[src/rtl/aes_pkg.sv]
// Shared AES constants, FSM encoding and GF(2^8) helpers for the round datapath.
package aes_pkg;

    localparam int unsigned STATE_W = 128;
    localparam int unsigned COL_W   = 32;
    localparam int unsigned BYTE_W  = 8;

    // Reduction term for the field polynomial x^8 + x^4 + x^3 + x + 1.
    localparam logic [BYTE_W-1:0] AES_POLY = 8'h1B;

    typedef enum logic [1:0] {
        IDLE    = 2'd0,
        COMPUTE = 2'd1,
        HOLD    = 2'd2
    } mc_state_e;

    // Multiply by x in GF(2^8).
    function automatic logic [BYTE_W-1:0] xtime(input logic [BYTE_W-1:0] b);
        return {b[BYTE_W-2:0], 1'b0} ^ (b[BYTE_W-1] ? AES_POLY : 8'h00);
    endfunction

endpackage

[src/rtl/mix_single_column.sv]
// Combinational MixColumns on one 32-bit column; byte a0 sits in the top byte.
module mix_single_column (
    input  logic [31:0] col_in,
    output logic [31:0] col_out
);
    import aes_pkg::*;

    logic [7:0] a0, a1, a2, a3;
    logic [7:0] d0, d1, d2, d3;   // 2*a
    logic [7:0] t0, t1, t2, t3;   // 3*a

    assign {a0, a1, a2, a3} = col_in;

    assign d0 = xtime(a0);
    assign d1 = xtime(a1);
    assign d2 = xtime(a2);
    assign d3 = xtime(a3);

    assign t0 = d0 ^ a0;
    assign t1 = d1 ^ a1;
    assign t2 = d2 ^ a2;
    assign t3 = d3 ^ a3;

    assign col_out = {d0 ^ t1 ^ a2 ^ a3,
                      a0 ^ d1 ^ t2 ^ a3,
                      a0 ^ a1 ^ d2 ^ t3,
                      t0 ^ a1 ^ a2 ^ d3};

endmodule

[src/rtl/mix_columns_seq.sv]
// Column-serial MixColumns stage: capture one state, transform a column per
// clock through a single shared column unit, then hold the result until taken.
module mix_columns_seq #(
    parameter int unsigned STATE_W = 128,
    parameter int unsigned COL_W   = 32
) (
    input  logic               clock50MHz,
    input  logic               resetN,
    input  logic [STATE_W-1:0] inputData,
    input  logic               inValid,
    output logic               inReady,
    input  logic               bypassMix,
    output logic [STATE_W-1:0] outputData,
    output logic               outValid,
    input  logic               outReady
);
    import aes_pkg::*;

    mc_state_e          fsm_q, fsm_d;
    logic [1:0]         col_q, col_d;
    logic [STATE_W-1:0] state_q, state_d;
    logic               bypass_q, bypass_d;
    logic [COL_W-1:0]   col_in, col_out;

    mix_single_column u_mix_col (
        .col_in  (col_in),
        .col_out (col_out)
    );

    // Select the column currently being transformed (column 0 is the top word).
    always_comb begin
        col_in = '0;
        unique case (col_q)
            2'd0: col_in = state_q[127:96];
            2'd1: col_in = state_q[95:64];
            2'd2: col_in = state_q[63:32];
            2'd3: col_in = state_q[31:0];
            default: col_in = '0;
        endcase
    end

    // Next-state, datapath update and handshake outputs.
    always_comb begin
        fsm_d    = fsm_q;
        col_d    = col_q;
        state_d  = state_q;
        bypass_d = bypass_q;
        inReady  = 1'b0;
        outValid = 1'b0;

        unique case (fsm_q)
            IDLE: begin
                inReady = 1'b1;
                // Only a real transfer touches the state, so X on idle data stays out.
                if (inValid) begin
                    state_d  = inputData;
                    bypass_d = bypassMix;
                    col_d    = 2'd0;
                    fsm_d    = bypassMix ? HOLD : COMPUTE;
                end
            end
            COMPUTE: begin
                if (!bypass_q) begin
                    unique case (col_q)
                        2'd0: state_d[127:96] = col_out;
                        2'd1: state_d[95:64]  = col_out;
                        2'd2: state_d[63:32]  = col_out;
                        2'd3: state_d[31:0]   = col_out;
                        default: ;
                    endcase
                end
                if (col_q == 2'd3) begin
                    col_d = 2'd0;
                    fsm_d = HOLD;
                end else begin
                    col_d = col_q + 2'd1;
                end
            end
            HOLD: begin
                outValid = 1'b1;
                // Single slot: the upstream waits for the IDLE cycle after this.
                if (outReady) begin
                    fsm_d = IDLE;
                end
            end
            default: fsm_d = IDLE;
        endcase
    end

    // State register with synchronous active-low reset; reset aborts any transform.
    always_ff @(posedge clock50MHz) begin
        if (!resetN) begin
            fsm_q    <= IDLE;
            col_q    <= 2'd0;
            state_q  <= '0;
            bypass_q <= 1'b0;
        end else begin
            fsm_q    <= fsm_d;
            col_q    <= col_d;
            state_q  <= state_d;
            bypass_q <= bypass_d;
        end
    end

    assign outputData = state_q;

endmodule

[config.mk]
export PLATFORM = sky130hd
export DESIGN_NAME = mix_columns_seq
export DESIGN_NICKNAME = d
export VERILOG_FILES = /design/src/rtl/aes_pkg.sv /design/src/rtl/mix_single_column.sv /design/src/rtl/mix_columns_seq.sv
export SDC_FILE = /design/constraint.sdc
export NUM_CORES = 1
export LEC_CHECK = 0
export ABC_CLOCK_PERIOD_IN_PS = 2800
export CAP_MARGIN = 15
export CORE_AREA = 2 2 157 159
export CTS_CLUSTER_DIAMETER = 30
export DETAILED_ROUTE_END_ITERATION = 16
export DIE_AREA = 0 0 159 161
export DONT_BUFFER_PORTS = 1
export PLACE_DENSITY_LB_ADDON = 0.2
export SYNTH_ARGS = -nofsm -noshare
export SYNTH_HDL_FRONTEND = slang
export SYNTH_SLANG_ARGS = --single-unit
[constraint.sdc]
create_clock -name clock50MHz -period 2.8 [get_ports clock50MHz]
set_input_delay 0.28 -clock clock50MHz [delete_from_list [all_inputs] [get_ports clock50MHz]]
set_output_delay 0.28 -clock clock50MHz [all_outputs]
set_load 0.01 [all_outputs]
== After elaboration in Yosys (flattened, before gate mapping) ==
Cells that the tools add are included.

* Bits in registers: 133
* Input port bits: 133
* Output and inout bits: 130
* Word-level logic and storage cells: 72

* Add/subtract/negate cells: 1
* Equality and inequality tests: 12
* Multiplexer cells: 22
* Bitwise operators: 20
* Reduce and logical (&&, ||, !) cells: 10

{| class="wikitable"
|+ Operator list
! operator !! number
|-
| two-way mux 128 bit || 2
|-
| case mux 128 bit (2 select lines) || 1
|-
| XOR 8 bit || 20
|-
| two-way mux 32 bit || 4
|-
| case mux 32 bit (4 select lines) || 1
|-
| two-way mux 5 bit || 4
|-
| AND reduction 4 bit || 4
|-
| two-way mux 2 bit || 6
|-
| != test 2 bit, second input constant || 4
|-
| == test 2 bit, second input constant || 3
|-
| != test 2 x 1 -> 1 bit, second input constant || 3
|-
| case mux 2 bit (3 select lines) || 1
|-
| == test 2 x 1 -> 1 bit, second input constant || 2
|-
| logical NOT 2 bit || 2
|-
| case mux 2 bit (2 select lines) || 1
|-
| AND reduction 2 bit || 2
|-
| AND reduction 3 bit || 1
|-
| adder 2 x 1 -> 2 bit, second input constant || 1
|-
| two-way mux 1 bit || 2
|-
| nonzero test 2 bit || 1
|}

== Depth between registers and ports, before layout ==
* Word-level depth: 11
* Gate-level depth with buffers: 11
* Depth with buffers taken out: 8

== Modules after synthesis ==
From an unflattened synthesis, not the netlist that was laid out.

* Cells, all modules: 847
* Area, all modules: 8499.4 µm²

{| class="wikitable"
|+ By module, submodules not included
! module !! times used !! cells each !! area an instance (µm²) !! sequential area each (µm²)
|-
| mix_columns_seq || 1 || 768 || 7193.1 || 2662.6
|-
| mix_single_column || 1 || 79 || 1306.3 || 0.0
|}

== Worst setup path after synthesis ==
Ideal clock, no wire load.

* Kind: reg-to-reg
* Start: reg col_q[0]
* End: reg state_q[105], in the netlist outputData[105]
* Setup time: 134 ps
* Arrival time: 2401 ps
* Required time: 2666 ps
* Path slack: 265 ps
* Stages on the path, launching flop included: 11
* Path buffers: 2
* Clock period less this slack: 2535 ps
* Cells stage by stage: dfxtp_1 -> inv_1 -> ha_1 -> clkbuf_1 -> buf_2 -> a222oi_1 -> xor2_1 -> o21ai_1 -> xnor2_1 -> xor2_1 -> o22ai_1

* Word-level cells in the longest chain between the ends: 9
* Elaborated cells between the ends (all ways): 18
* Those cells by class: 4 x eq/ne; 6 x mux; 6 x bitwise; 2 x reduce/logical

{| class="wikitable"
|+ RTL lines
! item !! line !! text
|-
| from (decl) || mix_columns_seq.sv:20 || <nowiki>logic [1:0] col_q, col_d;</nowiki>
|-
| from (signal assigned) || mix_columns_seq.sv:99 || <nowiki>col_q <= col_d;</nowiki>
|-
| == test 2 bit, or another cell as far along || mix_columns_seq.sv:33 || <nowiki>unique case (col_q)</nowiki>
|-
| case mux 32 bit (4 select lines) || mix_columns_seq.sv:33 ||
|-
| two-way mux 5 bit || aes_pkg.sv:19 || <nowiki>return {b[BYTE_W-2:0], 1'b0} ^ (b[BYTE_W-1] ? AES_POLY : 8'h00);</nowiki>
|-
| XOR 8 bit || aes_pkg.sv:19 ||
|-
| XOR 8 bit (on tied branches) || mix_single_column.sv:26, mix_single_column.sv:22 ||
|-
| XOR 8 bit || mix_single_column.sv:26 || <nowiki>a0 ^ a1 ^ d2 ^ t3,</nowiki>
|-
| two-way mux 32 bit || mix_columns_seq.sv:64 || <nowiki>unique case (col_q)</nowiki>
|-
| two-way mux 128 bit || mix_columns_seq.sv:63 || <nowiki>if (!bypass_q) begin</nowiki>
|-
| case mux 128 bit (2 select lines) || mix_columns_seq.sv:51 || <nowiki>unique case (fsm_q)</nowiki>
|-
| to (signal assigned) || mix_columns_seq.sv:100 || <nowiki>state_q <= state_d;</nowiki>
|-
| to (decl) || mix_columns_seq.sv:21 || <nowiki>logic [STATE_W-1:0] state_q, state_d;</nowiki>
|}

Parallel ways exist; a longest one is shown, timed or not. The select of a mux whose other input is x is not followed.
A chain may end at the register's enable or synchronous reset.

== Worst setup path in the final report ==
* Start: reg col_q[0]
* End: reg state_q[123], in the netlist outputData[123]

* Word-level cells in the longest chain between the ends: 11
* Elaborated cells between the ends (all ways): 18
* Those cells by class: 4 x eq/ne; 6 x mux; 6 x bitwise; 2 x reduce/logical

{| class="wikitable"
|+ RTL lines
! item !! line !! text
|-
| == test 2 bit, or another cell as far along || mix_columns_seq.sv:33 ||
|-
| case mux 32 bit (4 select lines) || mix_columns_seq.sv:33 ||
|-
| two-way mux 5 bit || aes_pkg.sv:19 ||
|-
| XOR 8 bit || aes_pkg.sv:19 ||
|-
| XOR 8 bit || mix_single_column.sv:20 || <nowiki>assign t1 = d1 ^ a1;</nowiki>
|-
| XOR 8 bit (3 in a row) || mix_single_column.sv:24 || <nowiki>assign col_out = {d0 ^ t1 ^ a2 ^ a3,</nowiki>
|-
| two-way mux 32 bit || mix_columns_seq.sv:64 ||
|-
| two-way mux 128 bit || mix_columns_seq.sv:63 ||
|-
| case mux 128 bit (2 select lines) || mix_columns_seq.sv:51 ||
|}

Parallel ways exist; a longest one is shown, timed or not. The select of a mux whose other input is x is not followed.

==> summary.md <==
| Metric | Value |
|---|---|
| Area growth syn-to-layout | 17.8% |
| Net count after synthesis | about 1100 |
| RR Startpoint | col_q[0] |
| Die Y | between 150 and 200 microns |
| Number of fill cells | ~2500 |
| Vias post-DR | 7803 |
| Clock-pin slew on the worst setup and hold paths | roughly 0.060 ns |
| Final setup vio count | 0 |
| Slew headroom | between 50% and 60% |
| Max clock buf depth | 2 |
| Hold Crit Class | primary input to flip-flop |
| Number of synthesized register bits | 133 |
| CP Capture Type | flip-flop |
| Mapped Area | between 0.008 and 0.009 sq mm |
| Input/output buffers | 0 |
| Worst skew pair latency | around 0.43 ns |
| Max-cap violations | 0 |
| Worst setup SP type | flip-flop |
| Layout cells sized above 1 | between 10% and 20% |
| CP startpoint | col_q[0] |
| First-pass GRT wire length | roughly 49 mm |
| Num CTS Buffers | 17 |
| P_int | about 4.5 mW |
| Synth Warn # | 0 |
| Largest net degree at the start of global routing | between 50 and 60 |
| Peak Freq | about 0.36 GHz |
| Placement Rows | between 50 and 60 |
| Htree depth | 4 |
| DRT iter0 DRCs | about 700 |
| Skew final | about 0.012 ns |
| Most numerous cell in the Yosys netlist | xnor2_1 |
| WL per Instance | 24.8 microns |
| Mean Syn Cell Area | between 8 and 9 sq um |
| Setup TNS | 0 ns |
| Post-synth top cells | xnor2_1 (148), dfxtp_1 (133), a21oi_1 (113) |
| CTS Sinks | roughly 130 |
| WHS Path Cells | 2 |
| Worst Tran Pin Value | 0.631 ns |
| Fin crit share | 98.8% |
| DRT Wirelength | about 33 mm |
| Die W | around 160 microns |
| Fraction of registers with async set/reset | 0% |
| Critical Path Fanout Max | 24 |
| Comb power frac | 35.3% |
| Sw power | about 2.9 mW |
| CTS tree | yes |
| Gr ovfl total | 0 |
| R2R cell count | 10 |
| Remaining DRCs | 0 |
| Nets | about 1100 |
| Reg power frac | between 30% and 40% |
| Sw Share | 38.7% |
| Worst Setup Slack, final | 0.0335 ns |
| Most area-hungry cell type in the Yosys netlist | dfxtp_1 |
| Clock Power Share | a little under a third |
| Die area | ~0.026 sq mm |
| Place WS | -0.206 ns |
| Initial Utilization | between 30% and 40% |
| Final HPWL DP | roughly 25 mm |
| Aggregate global-route resource usage | about a quarter |
| Initial antenna violation count | 3 |
| Gate Count Post-Synth | between 900 and 1000 |
| Gp weighted congestion | 0.870 |
| Peak supply drop | ~460 uV |
| Outcome | finished, final reports clean |
| Sequential-to-total area share from yosys stat | roughly 32% |
| Pwr/cell area | between 700 and 800 mW/mm^2 |
| Clock tree root driver cell | clkbuf_16 |
| Synth Flop Type | dfxtp_1 |
| Post-synth top area share | about 32% |
| Required @ worst endpoint | roughly 3 ns |
| Post-synth EDFFs | 0 |
| Pleak | between 3 and 4 nW |
| RSZ-0062 raised after global routing | no |
| Io pins | approximately 260 |
| Vias in the first global route | 7652 |
| Worst Path Arrival | slightly above 3 ns |
| Routed Antenna Nets | 0 |
| Hold Crit Start | resetN |
| Drt first pass iters | 7 |
| Ranking of synthesized cells by area | dfxtp_1 (32%), xnor2_1 (16%), a21oi_1 (6.9%), o211ai_1 (4.9%), xor2_1 (4.7%) |
| Slew Viols, Final | 0 |
| Post-route cell area | around 0.0097 sq mm |
| Tot Pwr | between 7 and 8 mW |
| Final hold violation count | 0 |
| Vias per inst | about 5.9 |
| DP Area | roughly 0.0089 sq mm |
| Core area | ~0.024 sq mm |
| Synth cell types | 38 |
| Critical path type | flip-flop to flip-flop |
| Minimum clock period | 2.77 ns |
-- worst max-delay path, cell delays in order, from the launching register on --
cell      delay [ns]
dfxtp_2         0.36
inv_1           0.07
ha_2            0.20
buf_12          0.17
a222oi_1        0.50
buf_4           0.25
xnor2_1         0.08
o21ai_2         0.28
xnor2_1         0.16
xnor2_2         0.40
o22ai_1         0.14
-- area by class of cell --
type                            instances  area [sq um]  share of cell area [%]
Sequential cell                       133          2670                    27.6
Antenna cell                            3          7.51                  0.0778
Timing Repair Buffer                   96           786                    8.14
Inverter                                6          22.5                   0.233
Tap cell                              324           405                    4.20
Clock inverter                         14           151                    1.57
Multi-Input combinational cell        736          5190                    53.8
Clock buffer                           17           425                    4.41
-- power groups by stage --
stage / clock network, mW / registers (mW) / logic [mW]
detailed placement: 0 / 2.57 / 2.54
floorplan: 0 / 2.40 / 1.65
finish: 2.26 / 2.53 / 2.60
global route: 2.36 / 2.55 / 2.80
global placement: 0 / 2.58 / 2.53
CTS: 2.27 / 2.53 / 2.58
-- routing by layer --
| metal | routed length [microns] | part of all wire [%] | up-vias | global-route usage (%) |
|---|---|---|---|---|
| met3 | 2740 | 8.3 | 36 | 6.11 |
| met1 | 13400 | 41 | 3774 | 30.3 |
| met5 | 0 | 0 | - | 0 |
| met4 | 718 | 2.2 | 0 | 7.85 |
| li1 | - | - | 3630 | - |
| met2 | 16100 | 49 | 363 | 42.7 |
-- cells by family (layout without fill, tap and decap cells) --
family	count (synthesis)	count (layout)	share of synthesized area, %
DFF	133	133	32.5
buffers and inverters	105	133	5.24
AOI/OAI and AO/OA	322	322	25.4
adders and majority gates	4	4	0.611
other	0	3	0
xor gates and xnor gates	195	195	21.1
and+or+nand+nor	197	197	12.6
muxes	18	18	2.49
-- cells in the final DEF, fill, tap and decap left out, types with 4 or more instances in the layout --
cell       netlist  layout
clkinv_4         0       4
a21oi_1        113     108
and3_1          49      49
a221oi_1        21      21
o211ai_1        54      54
nand2_1         50      50
dfxtp_1        133     131
a21oi_2          0       5
buf_12           0       4
clkbuf_16        0      17
xnor2_2          3      10
o21ai_1          5       8
or3_1           53      53
nand3_1          4       4
a21o_1           4       4
nor3_1           7       7
mux2i_1          8       8
nor2_1          25      24
xnor2_1        148     141
inv_1            5       5
o21ai_0         36      33
a222oi_1        32      32
mux2_2           9       9
buf_4            0      87
o22ai_1         49      49
xor2_1          44      44
-- sequential cells by signal, summed over array words and instances (netlist names) --
register    flops
bypass_q        1
col_q           2
fsm_q           2
outputData    128
-- timing repair --
action,in CTS,in global routing
endpoints found under the hold margin,3,0
setup buffers,1,2
hold buffers,3,0
pin swaps,3,7
resized for setup,5,12
endpoints found under the setup margin,29,52
-- through the flow --
stage          utilization (%)  hold slack, ns  cells
6_report                  40.3         0.00754   1329
5_1_grt                   40.3         0.00371   1328
4_1_cts                   40.0        0.000349   1324
3_5_place_dp              37.3           0.442   1289
3_3_place_gp              37.3           0.433   1289
2_1_floorplan                -           0.427    974
-- path summary, 6_finish.rpt --
kind	end	slack [ns]
worst min-delay path	outputData[18]	0.008
worst max-delay path	outputData[123]	0.03
worst max register to register	outputData[123]	0.03
worst min register to register	col_q[1]	0.54
Note: power is estimated with default switching activity, not from simulation.
